--- src/rtl/exec_pkg.sv ---
// Shared definitions for the multi-cycle execute core: op codes, FSM states
// and the immediate sign-extension helper.
package exec_pkg;

  localparam logic [3:0] OP_ADD  = 4'd0;
  localparam logic [3:0] OP_SUB  = 4'd1;
  localparam logic [3:0] OP_SLT  = 4'd2;
  localparam logic [3:0] OP_SLTU = 4'd3;
  localparam logic [3:0] OP_AND  = 4'd4;
  localparam logic [3:0] OP_OR   = 4'd5;
  localparam logic [3:0] OP_XOR  = 4'd6;
  localparam logic [3:0] OP_SLL  = 4'd7;
  localparam logic [3:0] OP_SRL  = 4'd8;
  localparam logic [3:0] OP_SRA  = 4'd9;
  localparam logic [3:0] OP_LAST = OP_SRA;

  typedef enum logic [2:0] {
    ST_IDLE  = 3'd0,
    ST_READ  = 3'd1,
    ST_EXEC  = 3'd2,
    ST_WRITE = 3'd3,
    ST_RESP  = 3'd4
  } state_t;

  // Sign-extends the low imm_w bits of imm to 64 bits; callers truncate to WIDTH.
  function automatic logic [63:0] sext_imm(input logic [63:0] imm, input int unsigned imm_w);
    logic signed [63:0] t;
    t = $signed(imm << (64 - imm_w));
    return $unsigned(t >>> (64 - imm_w));
  endfunction

endpackage

--- src/rtl/reg_file.sv ---
// Register file with two combinational read ports and one synchronous write port.
// Entry 0 always reads as zero and ignores writes.
module reg_file #(
  parameter int WIDTH    = 32,
  parameter int NUM_REGS = 32,
  localparam int REG_AW  = $clog2(NUM_REGS)
) (
  input  logic              clk,
  input  logic              reset,
  input  logic [REG_AW-1:0] rs1_addr,
  input  logic [REG_AW-1:0] rs2_addr,
  output logic [WIDTH-1:0]  rs1_data,
  output logic [WIDTH-1:0]  rs2_data,
  input  logic              wr_en,
  input  logic [REG_AW-1:0] wr_addr,
  input  logic [WIDTH-1:0]  wr_data
);

  logic [WIDTH-1:0] regs [NUM_REGS];

  always_ff @(posedge clk) begin
    if (reset) begin
      for (int i = 0; i < NUM_REGS; i++) regs[i] <= '0;
    end else if (wr_en && (wr_addr != '0)) begin
      regs[wr_addr] <= wr_data;
    end
  end

  assign rs1_data = (rs1_addr == '0) ? '0 : regs[rs1_addr];
  assign rs2_data = (rs2_addr == '0) ? '0 : regs[rs2_addr];

endmodule

--- src/rtl/alu_exec_core.sv ---
// Multi-cycle integer execute core: accept, read operands, execute, write back,
// then hold the response until the consumer takes it.
module alu_exec_core
  import exec_pkg::*;
#(
  parameter int WIDTH    = 32,
  parameter int NUM_REGS = 32,
  parameter int IMM_W    = 12,
  localparam int REG_AW  = $clog2(NUM_REGS)
) (
  input  logic              clk,
  input  logic              reset,
  input  logic              in_valid,
  output logic              in_ready,
  input  logic [3:0]        in_op,
  input  logic              in_use_imm,
  input  logic [REG_AW-1:0] in_rd,
  input  logic [REG_AW-1:0] in_rs1,
  input  logic [REG_AW-1:0] in_rs2,
  input  logic [IMM_W-1:0]  in_imm,
  output logic              out_valid,
  input  logic              out_ready,
  output logic [WIDTH-1:0]  out_data,
  output logic [REG_AW-1:0] out_rd,
  output logic              out_err,
  output logic [7:0]        led
);

  localparam int SHW = $clog2(WIDTH);

  state_t            state;
  logic [3:0]        op;
  logic              use_imm;
  logic [REG_AW-1:0] rd;
  logic [REG_AW-1:0] rs1;
  logic [REG_AW-1:0] rs2;
  logic [IMM_W-1:0]  imm;
  logic [WIDTH-1:0]  opa;
  logic [WIDTH-1:0]  opb;
  logic [WIDTH-1:0]  res;
  logic              err;
  logic [WIDTH-1:0]  rs1_data;
  logic [WIDTH-1:0]  rs2_data;
  logic [WIDTH-1:0]  alu_res;
  logic              alu_err;
  logic [SHW-1:0]    shamt;
  logic              wr_en;

  assign in_ready = (state == ST_IDLE) && !reset;
  assign wr_en    = (state == ST_WRITE) && !err && !reset;

  reg_file #(.WIDTH(WIDTH), .NUM_REGS(NUM_REGS)) u_reg_file (
    .clk      (clk),
    .reset    (reset),
    .rs1_addr (rs1),
    .rs2_addr (rs2),
    .rs1_data (rs1_data),
    .rs2_data (rs2_data),
    .wr_en    (wr_en),
    .wr_addr  (rd),
    .wr_data  (res)
  );

  assign shamt = opb[SHW-1:0];

  always_comb begin
    alu_res = '0;
    alu_err = 1'b0;
    case (op)
      OP_ADD:  alu_res = opa + opb;
      OP_SUB:  alu_res = opa - opb;
      OP_SLT:  alu_res = WIDTH'($signed(opa) < $signed(opb));
      OP_SLTU: alu_res = WIDTH'(opa < opb);
      OP_AND:  alu_res = opa & opb;
      OP_OR:   alu_res = opa | opb;
      OP_XOR:  alu_res = opa ^ opb;
      OP_SLL:  alu_res = opa << shamt;
      OP_SRL:  alu_res = opa >> shamt;
      OP_SRA:  alu_res = $unsigned($signed(opa) >>> shamt);
      default: alu_err = 1'b1;
    endcase
  end

  always_ff @(posedge clk) begin
    if (reset) begin
      state     <= ST_IDLE;
      op        <= '0;
      use_imm   <= 1'b0;
      rd        <= '0;
      rs1       <= '0;
      rs2       <= '0;
      imm       <= '0;
      opa       <= '0;
      opb       <= '0;
      res       <= '0;
      err       <= 1'b0;
      out_valid <= 1'b0;
      out_data  <= '0;
      out_rd    <= '0;
      out_err   <= 1'b0;
      led       <= '0;
    end else begin
      case (state)
        ST_IDLE: begin
          if (in_valid) begin
            op      <= in_op;
            use_imm <= in_use_imm;
            rd      <= in_rd;
            rs1     <= in_rs1;
            rs2     <= in_rs2;
            imm     <= in_imm;
            state   <= ST_READ;
          end
        end
        ST_READ: begin
          opa   <= rs1_data;
          opb   <= use_imm ? WIDTH'(sext_imm(64'(imm), IMM_W)) : rs2_data;
          state <= ST_EXEC;
        end
        ST_EXEC: begin
          res   <= alu_res;
          err   <= alu_err;
          state <= ST_WRITE;
        end
        // Register file commits on this same edge via wr_en.
        ST_WRITE: begin
          out_data  <= err ? '0 : res;
          out_rd    <= rd;
          out_err   <= err;
          out_valid <= 1'b1;
          state     <= ST_RESP;
        end
        ST_RESP: begin
          if (out_ready) begin
            if (!out_err) led <= 8'(out_data);
            out_valid <= 1'b0;
            state     <= ST_IDLE;
          end
        end
        default: state <= ST_IDLE;
      endcase
    end
  end

endmodule

--- config.mk ---
export PLATFORM = sky130hd
export DESIGN_NAME = alu_exec_core
export DESIGN_NICKNAME = d
export VERILOG_FILES = /design/src/rtl/exec_pkg.sv /design/src/rtl/reg_file.sv /design/src/rtl/alu_exec_core.sv
export SDC_FILE = /design/constraint.sdc
export NUM_CORES = 2
export LEC_CHECK = 0
export BUFFER_PORTS_ARGS = -buffer_cell sky130_fd_sc_hd__buf_2
export CELL_PAD_IN_SITES_DETAIL_PLACEMENT = 1
export CELL_PAD_IN_SITES_GLOBAL_PLACEMENT = 1
export CORE_MARGIN = 2
export CORE_UTILIZATION = 40
export CTS_CLUSTER_SIZE = 12
export DETAILED_ROUTE_END_ITERATION = 10
export HOLD_SLACK_MARGIN = 0.05
export PLACE_DENSITY_LB_ADDON = 0.12
export SYNTH_ARGS = -nofsm -noshare
export SYNTH_HDL_FRONTEND = slang
export SYNTH_SLANG_ARGS = --single-unit
export TNS_END_PERCENT = 20
--- constraint.sdc ---
create_clock -name clk -period 3.65 [get_ports clk]
set_clock_uncertainty 0.1 [all_clocks]
set_input_delay 0.73 -clock clk [delete_from_list [all_inputs] [get_ports clk]]
set_output_delay 0.73 -clock clk [all_outputs]
set_load 0.005 [all_outputs]
* Word level (Yosys, flattened, before mapping) *
Memory sizes are Yosys's and may differ from the RTL's. A register that Yosys moved wholly into a read port is not among the register bits.
Index checks and enable logic that the tools add are counted.
Widths: inputs -> output; s select.

operators by class
  $add $sub $neg = 2
  magnitude comparators = 2
  equality and inequality tests = 15
  shifts and indexed selects = 3
  mux-type cells = 23
  bitwise logic cells = 4
  reduce and logical (&&, ||, !) cells = 18

operators with widths
  kind                count
  $pmux 32 s10        1
  $mux 32             5
  $lt 32x32->1        2
  $add 32x32->32      1
  $and 32x32->32      1
  $or 32x32->32       1
  $reduce_or 32->1    1
  $shl 32x5->32       1
  $shr 32x5->32       1
  $sshr 32x5->32      1
  $sub 32x32->32      1
  $xor 32x32->32      1
  $mux 5              5
  $eq 4x3->1 const B  4
  $pmux 3 s5          1
  $logic_not 5->1     2
  $reduce_or 10->1    1
  $eq 4x2->1 const B  2
  $eq 4x4->1 const B  2
  $mux 1              8
  $eq 3x2->1 const B  2
  $mux 3              2
  $reduce_and 2->1    3
  $reduce_bool 5->1   1
  12 further kinds    17

word-level totals
  flip-flop bits (word level) = 179
  memory bits (writable) = 1024
  bits of input ports = 36
  output and inout bits = 48
  word-level logic and storage cells = 84
  memories = 1

memories
  name             depth  width  read ports  clocked after Yosys merged registers in  write ports  RTL line        RTL
  u_reg_file.regs  32     32     2           2                                        32           reg_file.sv:19  logic [WIDTH-1:0] regs [NUM_REGS];

* Longest topological paths before layout *
  word-level depth = 9
  gate-level depth with buffers = 15
  depth with buffers taken out = 12

* By module *
A second synthesis with hierarchy kept.

second synthesis, totals
  cells, all modules = 5778
  area, all modules = 69905.8 um2

by module, submodules not included
  module         times used  cells an instance  area an instance (um2)  sequential area each (um2)
  reg_file       1           3765               54647.4                 30749.5
  alu_exec_core  1           2013               15258.4                 3583.4

* Worst setup path after synthesis *
OpenSTA, ideal clock, no wires.

  kind = reg2reg
  from = register opb[2]
  to = register res[18]
  setup time = 0.139 ns
  arrival time = 3.411 ns
  required time = 3.411 ns
  slack = 0.001 ns
  cell stages (with the launch flop) = 16
  buffers on the path = 4
  clock period less this slack = 3.649 ns
  path through = dfxtp_1 -> clkbuf_1 -> inv_1 -> buf_2 -> buf_2 -> buf_2 -> ha_1 -> o21bai_1 -> a2111oi_0 -> o31ai_2 -> o211ai_2 -> and3_1 -> a21oi_1 -> xnor2_1 -> a2111oi_0 -> a211oi_1

on the way
  longest elaborated chain between the ends = 2
  elaborated cells on any way between the ends = 6
  those cells by class = 2 x add/sub; 3 x shift; 1 x mux

ends and longest elaborated chain
  item                                    RTL line              RTL
  start: declaration                      alu_exec_core.sv:39   logic [WIDTH-1:0] opb;
  start signal: assignment                alu_exec_core.sv:117  opb <= use_imm ? WIDTH'(sext_imm(64'(imm), IMM_W)) : rs2_data;
  $sub 32x32->32 (tied with other cells)  alu_exec_core.sv:71   OP_SUB: alu_res = opa - opb;
  $pmux 32 s10 (*)                        alu_exec_core.sv:69   case (op)
  end signal: assignment                  alu_exec_core.sv:121  res <= alu_res;
  end: declaration                        alu_exec_core.sv:40   logic [WIDTH-1:0] res;

Every way passes the cells marked *; elsewhere a longest branch is shown, timed or not.
A chain may end at the register's enable or synchronous reset.

* Worst setup path after layout *
  from = register opa[0]
  to = register res[0]

on the way
  longest elaborated chain between the ends = 2
  elaborated cells on any way between the ends = 11
  those cells by class = 2 x add/sub; 2 x order compare; 3 x shift; 1 x mux; 3 x bitwise

ends and longest elaborated chain
  item                                    RTL line              RTL
  start: declaration                      alu_exec_core.sv:38   logic [WIDTH-1:0] opa;
  start signal: assignment                alu_exec_core.sv:116  opa <= rs1_data;
  $sub 32x32->32 (tied with other cells)  alu_exec_core.sv:71
  $pmux 32 s10 (*)                        alu_exec_core.sv:69

Marked as above.

==> flow_summary.ini <==
[run_status]
status = complete, no violations

[detailed_routing]
drtPass1Iterations = 5
vias = 46800
wl_per_cell_um = 33.5
route.antenna.remaining_nets = 0
routed_wl_um = 255000
via_per_inst = 6.13
drc = 0
drt_iter0_markers = 4927

[floorplan]
core_sq_mm = 0.172
start_util = 0.403
io_pins = 84
dieHeight_um = 420
placementRows = 152
die_w_um = 420
dieArea_sq_mm = 0.176

[finish]
fin_nets = 5348
instances_no_fill = 7636
regArea_sq_mm = 0.0346
final_util = 0.458
syn_to_final_growth_pct = 13.8
fillers = 17100
multi_input_area_sq_mm = 0.0325
drive_gt1_frac = 0.273

[placed_design]
portBuffers = 83
dp_hpwl_um = 172000
dp_cells = 7364
place_congestion = 0.951
place_ws_ps = 10.7

[critical_path]
worstSetupStartpointType = flop
cp_data_required_time_ps = 4220
path_class = reg2reg
critPathLaunch = opa[0]
cp-end-kind = flop
worstPathArrival_ps = 4090
crit_path_max_fanout = 3
r2r-start = opa[0]

[timing]
holdWs_ps = 99.2
layout_min_cycle_time_ps = 3520
max_clock_freq_ghz = 0.284
period_share = 0.965
finalSetupViolations = 0
final_max_slew_viol_count = 0
worst_pin_slew_ps = 1290
grt_setup_unrepaired = no
hold_violations = 0
slew_headroom = 0.141
finalWorstSetupSlack_ps = 127

[global_routing]
grt_usage = 0.292
grt_pass1_vias = 48600
grt_pass1_wl_um = 365000
antenna_found_initial = 11
grt_max_degree = 117
grt.overflow.total = 0

[job]
drv_cap = 0

[clocking]
clk_pin_slew_worst_paths_ps = 60
worstSkewPairLatency_ps = 800
cts_tree = done
clockBufferDepth = 3
htreeDepth = 4
cts_buffers = 142
clock_sinks = 1213
clockRootBuffer = clkbuf_16

[logic_synthesis]
netlist_instances = 5125
synth_ff_type = edfxtp_1
synth.cell_area_sq_mm = 0.0692
avgSynthCellArea_sq_um = 13.5
yosys.area.top_type = edfxtp_1
ys_types = 80
async_flop_share = 0
synth_top_area_share = 0.445
ys_top_cells_by_area = edfxtp_1 (44%), mux4_2 (23%), and2_1 (9.0%)
synth_edf_count = 1024
synth_seq_cells = 1213
yosysSeqAreaShare = 0.499
ys_warn_count = 0

[power]
vdd_ir_drop_max_mv = 0.334
p_leak_uw = 0.0274
powerDensity_mw_per_mm2 = 462

[min_path]
hp-class = in2reg
hold_path.startpoint = in_rs2[2]
report_power, final:
group	total [uW]	internal (uW)	switching, uW
Combinational	6750	2730	4020
Sequential	15900	15500	404
Clock	13700	7670	6040
routing by layer:
| metal | up-vias | wire [um] | share of wire | track usage |
|---|---|---|---|---|
| met1 | 25100 | 105000 | 0.41 | 0.394 |
| met4 | 2 | 9240 | 0.036 | 0.102 |
| met3 | 421 | 15800 | 0.062 | 0.0407 |
| li1 | 19600 | - | - | - |
| met5 | - | 9 | 0.000035 | 0 |
| met2 | 1716 | 125000 | 0.49 | 0.483 |
stage by stage:
step | cell area [sq um] | total power [uW] | setup TNS, ps
finish | 78700 | 36400 | 0
detailed placement | 74200 | 22900 | 0
floorplan | 69300 | 20100 | 0
global route | 78700 | 37500 | 0
global placement | 74200 | 22800 | -22.2
CTS | 78700 | 36500 | 0
cell usage in the layout (no fill, tap or decap), drive strengths merged, types with 98 or more instances in the layout:
cell type and instances:
nand2 223, o21ai 98, edfxtp 1024, nor2 279, buf 419, dfxtp 189
inv 104, and2 997, mux4 697, a21oi 222, clkbuf 182, mux2i 109
repair_timing:
item | in CTS | in global routing
gates resized for setup | 1 | 4
setup buffers | 0 | 1
endpoints found under the setup margin | 1 | 5
pin swaps | 0 | 1
hold buffers | 14 | 0
cloned | 0 | 0
hold endpoints to repair | 14 | 0
cell type report:
type	count	share of cell area
multi-input combinational	3325	0.413
tap	2310	0.0367
inverter	98	0.00467
clock buffer	182	0.0484
clock inverter	69	0.00671
sequential	1213	0.439
antenna	6	0.000191
timing repair buffer	433	0.0508
cell usage after synthesis (24+ instances only):
| master | instances |
|---|---|
| a21oi_1 | 222 |
| a211oi_1 | 58 |
| a221oi_1 | 32 |
| inv_1 | 95 |
| mux2_2 | 38 |
| ha_1 | 97 |
| mux2i_1 | 109 |
| buf_1 | 33 |
| nand2_1 | 223 |
| buf_2 | 80 |
| nand3_1 | 25 |
| dfxtp_1 | 189 |
| edfxtp_1 | 1024 |
| nor3_1 | 50 |
| nor2_1 | 279 |
| and2_1 | 997 |
| mux4_2 | 697 |
| o21ai_0 | 91 |
| clkbuf_1 | 394 |
| a22o_1 | 42 |
| or2_2 | 34 |
| o22ai_1 | 24 |
kinds of logic after synthesis:
family	after synthesis	synth area share
compound gates	640	0.0608
xor+xnor	24	0.00304
fa+ha+maj	99	0.0181
buf+inv	618	0.0360
flops	1213	0.499
mux	844	0.249
other cells	1	0.0000542
simple gates	1686	0.134
flip-flops by register name, indices dropped and copies added, names as in the netlist, 3 cells and up, named ones only:
name and flops:
imm 12, led 8, op 4, opa 32
opb 32, out_data 32, out_rd 5, rd 5
res 32, rs1 5, rs2 5, state 3
u_reg_file.regs 1024
worst max-delay path: stages (launching register included):
cell	delay [ps]
dfxtp_1	330
inv_1	60
ha_1	220
fa_1	430
o21bai_1	230
a2111oi_0	170
buf_4	180
o31ai_2	210
buf_4	180
o211ai_2	140
buf_4	180
a211oi_1	290
nor3_1	110
o21ai_1	410
a211oi_1	140
path summary, 6_finish.rpt:
| check | endpoint | slack (ps) | cells after the start |
|---|---|---|---|
| worst max-delay path | res[0] | 130 | 14 |
| worst min-delay path | flop | 100 | 3 |
| worst max register to register | res[0] | 130 | 14 |
| worst min register to register | imm[4] | 360 | 2 |
Note: power is estimated with default switching activity, not from simulation.
